## src/rtl/vpath_ctrl_pkg.sv

```systemverilog
// Shared definitions for the voltage-path load arbiter: controller state
// encoding, default code width and the width of the pipeline wait counter.
package vpath_ctrl_pkg;

    // Controller states: arbitrate, wait for the Dout pipeline, pulse the load.
    typedef enum logic [1:0] {
        IDLE = 2'd0,
        WAIT = 2'd1,
        LOAD = 2'd2
    } vpath_state_e;

    // Default width of a voltage code.
    localparam int DEFAULT_DW = 12;

    // Deepest supported Dout-to-load-register pipeline.
    localparam int MAX_PIPE_LAT = 7;

    // The wait counter holds PIPE_LAT-1 at most, so three bits cover 1..7.
    localparam int CNT_W = 3;

endpackage

```

## src/rtl/vpath_rr_arb.sv

```systemverilog
// Round-robin selector. It searches from the requester after 'ptr' upward,
// wrapping at NREQ-1, and returns the first active request as a one-hot
// grant plus its index. The logic is purely combinational; the caller owns
// the pointer register and decides when a grant is actually taken.
module vpath_rr_arb
    import vpath_ctrl_pkg::*;
#(
    parameter int NREQ  = 4,
    parameter int IDX_W = $clog2(NREQ)
) (
    input  logic [NREQ-1:0]  req,
    input  logic [IDX_W-1:0] ptr,
    output logic [NREQ-1:0]  gnt,
    output logic [IDX_W-1:0] idx
);

    // One extra bit so ptr + offset cannot overflow before the wrap subtract.
    localparam int SUM_W = IDX_W + 1;

    logic             found;
    logic [SUM_W-1:0] sum;
    logic [IDX_W-1:0] cand_idx;

    // Walk the NREQ candidates in priority order and keep the first hit.
    always_comb begin
        gnt      = '0;
        idx      = '0;
        found    = 1'b0;
        sum      = '0;
        cand_idx = '0;
        for (int off = 1; off <= NREQ; off++) begin
            sum = {1'b0, ptr} + SUM_W'(off);
            if (sum >= SUM_W'(NREQ)) begin
                sum = sum - SUM_W'(NREQ);
            end
            cand_idx = sum[IDX_W-1:0];
            if (!found && req[cand_idx]) begin
                found         = 1'b1;
                gnt[cand_idx] = 1'b1;
                idx           = cand_idx;
            end
        end
    end

endmodule

```

## src/rtl/vpath_load_arbiter.sv

```systemverilog
// Voltage-path load arbiter. Several requesters compete for one voltage path.
// The winner's code is registered onto Dout, and the path output register is
// enabled PIPE_LAT cycles later, once the code has crossed the PIPE_LAT
// register stages between Dout and that register. Only one transaction is in
// flight at a time.
//
// Build option: define VPATH_CLAMP_EN to limit accepted codes to
// [CLAMP_LO, CLAMP_HI] and report substitutions on ClampHit. Without the
// macro, codes pass unchanged and ClampHit is constant 0. The port list is
// the same in both builds.
module vpath_load_arbiter
    import vpath_ctrl_pkg::*;
#(
    parameter int NREQ     = 4,
    parameter int DW       = DEFAULT_DW,
    parameter int PIPE_LAT = 2,
    parameter int CLAMP_LO = 0,
    parameter int CLAMP_HI = 4095
) (
    input  logic                Clock,
    input  logic                Reset_n,
    input  logic [NREQ-1:0]     Req,
    input  logic [NREQ*DW-1:0]  ReqData,
    output logic [NREQ-1:0]     Gnt,
    output logic [NREQ-1:0]     Done,
    output logic [DW-1:0]       Dout,
    output logic                EN,
    output logic                Busy,
    output logic                ClampHit
);

`ifdef VPATH_CLAMP_EN
    localparam bit CLAMP_ON = 1'b1;
`else
    localparam bit CLAMP_ON = 1'b0;
`endif

    localparam int               IDX_W     = $clog2(NREQ);
    localparam logic [CNT_W-1:0] CNT_LOAD  = CNT_W'(PIPE_LAT - 1);
    localparam logic [DW-1:0]    LIMIT_LO  = DW'(CLAMP_LO);
    localparam logic [DW-1:0]    LIMIT_HI  = DW'(CLAMP_HI);
    // Pointer starts on the last requester so that requester 0 is searched first.
    localparam logic [IDX_W-1:0] PTR_RESET = IDX_W'(NREQ - 1);
    localparam logic [NREQ-1:0]  ONE_HOT0  = NREQ'(1);

    vpath_state_e     state_q, state_d;
    logic [CNT_W-1:0] cnt_q, cnt_d;
    logic [IDX_W-1:0] ptr_q, ptr_d;
    logic [IDX_W-1:0] win_q, win_d;
    logic [DW-1:0]    dout_q, dout_d;
    logic [NREQ-1:0]  gnt_q, gnt_d;
    logic [NREQ-1:0]  done_q, done_d;
    logic             en_q, en_d;
    logic             clamp_q, clamp_d;

    logic             any_req;
    logic             accept;
    logic [NREQ-1:0]  arb_gnt;
    logic [IDX_W-1:0] arb_idx;
    logic [DW-1:0]    code_raw;
    logic [DW-1:0]    code_sel;
    logic             code_clamped;
    int               code_int;

    vpath_rr_arb #(
        .NREQ  (NREQ),
        .IDX_W (IDX_W)
    ) u_rr_arb (
        .req (Req),
        .ptr (ptr_q),
        .gnt (arb_gnt),
        .idx (arb_idx)
    );

    // A new transaction starts from IDLE, and also on the edge that closes
    // LOAD. The controller is back in IDLE on that edge, so back-to-back
    // requests are served every PIPE_LAT+1 cycles. Requests are not looked at
    // during WAIT.
    assign any_req = |Req;
    assign accept  = any_req && ((state_q == IDLE) || (state_q == LOAD));

    // Fetch the code of the requester the arbiter currently selects.
    always_comb begin
        code_raw = '0;
        for (int i = 0; i < NREQ; i++) begin
            if (arb_idx == IDX_W'(i)) begin
                code_raw = ReqData[i*DW +: DW];
            end
        end
    end

    // Optionally force the code into the legal window and flag substitutions.
    always_comb begin
        code_sel     = code_raw;
        code_clamped = 1'b0;
        code_int     = int'(code_raw);
        if (CLAMP_ON) begin
            if (code_int < CLAMP_LO) begin
                code_sel     = LIMIT_LO;
                code_clamped = 1'b1;
            end else if (code_int > CLAMP_HI) begin
                code_sel     = LIMIT_HI;
                code_clamped = 1'b1;
            end
        end
    end

    // State register; reset abandons any transaction in flight.
    always_ff @(posedge Clock or negedge Reset_n) begin
        if (!Reset_n) begin
            state_q <= IDLE;
        end else begin
            state_q <= state_d;
        end
    end

    // Next state: grant, then wait out the pipeline, then load for one cycle.
    always_comb begin
        state_d = state_q;
        case (state_q)
            IDLE: begin
                if (any_req) begin
                    state_d = WAIT;
                end
            end
            WAIT: begin
                if (cnt_q == '0) begin
                    state_d = LOAD;
                end
            end
            LOAD: begin
                state_d = any_req ? WAIT : IDLE;
            end
            default: begin
                state_d = IDLE;
            end
        endcase
    end

    // Outputs and datapath: capture the winner on accept, count down in
    // WAIT, and raise EN and Done for the cycle spent in LOAD.
    always_comb begin
        cnt_d   = cnt_q;
        ptr_d   = ptr_q;
        win_d   = win_q;
        dout_d  = dout_q;
        gnt_d   = '0;
        done_d  = '0;
        en_d    = 1'b0;
        clamp_d = 1'b0;

        if (accept) begin
            dout_d  = code_sel;
            gnt_d   = arb_gnt;
            clamp_d = code_clamped;
            cnt_d   = CNT_LOAD;
            ptr_d   = arb_idx;
            win_d   = arb_idx;
        end

        if (state_q == WAIT) begin
            if (cnt_q == '0) begin
                en_d   = 1'b1;
                done_d = ONE_HOT0 << win_q;
            end else begin
                cnt_d = cnt_q - 1'b1;
            end
        end
    end

    // Registered outputs and transaction bookkeeping.
    always_ff @(posedge Clock or negedge Reset_n) begin
        if (!Reset_n) begin
            cnt_q   <= '0;
            ptr_q   <= PTR_RESET;
            win_q   <= '0;
            dout_q  <= '0;
            gnt_q   <= '0;
            done_q  <= '0;
            en_q    <= 1'b0;
            clamp_q <= 1'b0;
        end else begin
            cnt_q   <= cnt_d;
            ptr_q   <= ptr_d;
            win_q   <= win_d;
            dout_q  <= dout_d;
            gnt_q   <= gnt_d;
            done_q  <= done_d;
            en_q    <= en_d;
            clamp_q <= clamp_d;
        end
    end

    assign Gnt      = gnt_q;
    assign Done     = done_q;
    assign Dout     = dout_q;
    assign EN       = en_q;
    assign ClampHit = clamp_q;
    assign Busy     = (state_q != IDLE);

endmodule

```

## config.mk

```make
export PLATFORM = sky130hd
export DESIGN_NAME = vpath_load_arbiter
export DESIGN_NICKNAME = d
export VERILOG_FILES = /design/src/rtl/vpath_ctrl_pkg.sv /design/src/rtl/vpath_rr_arb.sv /design/src/rtl/vpath_load_arbiter.sv
export SDC_FILE = /design/constraint.sdc
export NUM_CORES = 1
export LEC_CHECK = 0
export CAP_MARGIN = 20
export CORE_MARGIN = 2
export CORE_UTILIZATION = 44
export DETAILED_ROUTE_END_ITERATION = 16
export GPL_ROUTABILITY_DRIVEN = 1
export PLACE_DENSITY = 0.84
export SLEW_MARGIN = 20
export SYNTH_ARGS = -nofsm -noshare
export SYNTH_HDL_FRONTEND = slang
export SYNTH_HIERARCHICAL = 1
export SYNTH_SLANG_ARGS = --single-unit
export TNS_END_PERCENT = 1
```

## constraint.sdc

```tcl
create_clock -name Clock -period 4.5 [get_ports Clock]
set_input_delay 1.35 -clock Clock [delete_from_list [all_inputs] [get_ports Clock]]
set_output_delay 1.35 -clock Clock [all_outputs]
set_load 0.02 [all_outputs]
```

==> out/qor.yml <==
status: "finished, final reports clean"
ir_drop_mv: 0.352
synth_commonest_cells: "28 x dfrtp_1, 11 x nand2_1, 10 x ha_1, 10 x mux2_2, 10 x mux4_2"
hold_viol: 0
io_pins: 77
slew_headroom: 0.592
synth.area.top_cells: "dfrtp_1 35%, mux4_2 11%, ha_1 6.3%"
fin_crit_sh: 0.887
avgViaCountPerCell: 5.47
dieArea_sq_um: 5090
rsz0062_at_grt: "no"
ys_seq_elements: 30
htreeDepth: 2
yosys.area.top_type: "dfrtp_1"
port_buffers: 75
syn_to_final_growth_pct: 45.1
drt.antenna.violating_nets: 0
die_height_um: 71.3
grt_pass1_vias: 1551
synth_warnings: 6
num-nets-final: 293
n_antenna_cell: 0
grt_remaining_overflow: 0
synth_nets: 216
dieWidth_um: 71.3
synth_edf_count: 0
dr.pass1.iters: 5
dp_hpwl_mm: 3.34
worstMarginPinSlew_ns: 0.605
cp_data_arrival_time_ns: 4.15
drt-total-wl_mm: 4.74
top_layer: "met4"
rows: 24
cts.sinks: 30
critical_path_class: "input port to flop"
cts_tree: "yes"
avgRoutedWirePerCell_um: 16.8
netlist_area_sq_um: 2000
power.density_nw_per_um2: 765
numCtsBuffers: 5
clock_path_buffers: 2
drive_gt1_frac: 0.230
drv_slew: 0
ys_seq_area_frac: 0.377
power.leakage_nw: 1.21
yosysMostFrequentCell: "dfrtp_1"
hp-class: "flop to flop"
grt_pass1_wl_mm: 7.45
timing.setup.tns_ns: 0
root_buffer: "clkbuf_8"
route.met3.wl_um: 304
grt_max_degree: 31
worstPathMaxFanout: 14
drt_iter0_drc: 105
finClkSkew_ns: 0.00716
cts_resized: 0
async_reset_ff_frac: 1.00
gp_congestion: 0.811
startpoint_type: "input port"
hold_buffers: 0
drc: 0
syn_avg_cell_area_sq_um: 13.1
synth_ff_type: "dfrtp_1"
p_total_mw: 2.21
vias: 1542
antenna_found_initial: 0
core_sq_um: 4350
insertion_delay_ns: 0.29
track_usage: 0.191
met1_length_mm: 1.79
cp-end-kind: "flop"
synth_top_area_frac: 0.351
yosysUniqueCellTypes: 45
wl_met2_mm: 2.60
fmax_mhz: 251
synthCells: 152
required_ns: 4.66
maxCapViolCount: 0
start_util: 0.458
cts_setup_buffers: 0
holdWs_ns: 0.470
cts.reportedPaths.clkPinSlew_ns: 0.06
fin_crit_ns: 3.99
finalSetupViolations: 0
cell usage in the layout (no fill, tap or decap), drive strengths merged, types with 2 or more instances in the layout:
cell            n
nor2            5
ha             10
o21ai           9
clkdlybuf4s50  75
mux4           14
mux2           18
nor3b           2
or2             2
clkbuf          7
a221o           4
o22ai           3
and3b           3
and2b           2
a21oi           2
inv             5
a22oi           2
dfrtp          28
nand2          11
and2            4
buf             4
dfstp           2
power breakdown:
part	switching (mW)	total (mW)	internal (mW)
clock	0.101	0.281	0.180
combinational	0.632	1.42	0.790
sequential	0.105	0.511	0.406
stage by stage:
step | cells | worst slack [ns] | utilization | cell area, sq um
4_1_cts | 282 | 0.518 | 0.665 | 2900
3_3_place_gp | 274 | 0.392 | 0.638 | 2780
3_5_place_dp | 274 | 0.294 | 0.638 | 2780
6_report | 282 | 0.510 | 0.665 | 2900
5_1_grt | 282 | 0.413 | 0.665 | 2900
2_1_floorplan | 152 | 1.01 | - | 2000
per-layer routing:
layer / GRT usage / up-vias
met5: 0 / -
met4: 0.0755 / 0
met3: 0.0380 / 5
met2: 0.353 / 62
met1: 0.215 / 751
li1: - / 724
flip-flops by register name (all words and copies together) (netlist names):
| register | count |
|---|---|
| state_q | 2 |
| win_q | 2 |
| Dout | 12 |
| Gnt | 4 |
| EN | 1 |
| cnt_q | 3 |
| ptr_q | 2 |
| Done | 4 |
layout make-up:
type | count | area [sq um]
Inverter | 6 | 22.5
Clock inverter | 1 | 30.0
Tap cell | 52 | 65.1
Sequential cell | 30 | 753
Multi-Input combinational cell | 107 | 1140
Timing Repair Buffer | 79 | 793
Clock buffer | 7 | 86.3
Fill cell | 322 | 1460
cells by family after synthesis:
family	after synthesis	share of synthesized area
AND/OR/NAND/NOR	36	0.109
multiplexers	32	0.282
flip-flops	30	0.377
AO/OA/AOI/OAI	27	0.109
buffers and inverters	15	0.0533
adder cells (fa/ha/maj)	10	0.0627
other	1	0.00188
XOR/XNOR	1	0.00439
worst paths after layout:
check	startpoint	endpoint	slack (ns)	cells after the start
hold / removal	state_q[1]	state_q[1]	0.47	1
setup reg to reg	ptr_q[0]	Dout[0]	1.04	8
setup / recovery	Req[3]	Dout[0]	0.51	8
max in group asynchronous	Reset_n	ptr_q[1]	2.73	2
hold reg to reg	state_q[1]	state_q[1]	0.47	1
min in group asynchronous	Reset_n	Dout[2]	1.45	2
worst max-delay path, stage by stage:
cell             delay (ns)
clkdlybuf4s50_1        0.69
and3b_1                0.22
a21oi_1                0.05
o41ai_2                0.51
a2bb2oi_2              0.28
buf_12                 0.19
mux4_1                 0.57
mux2_2                 0.28
Power figures use the tool's default switching activity.
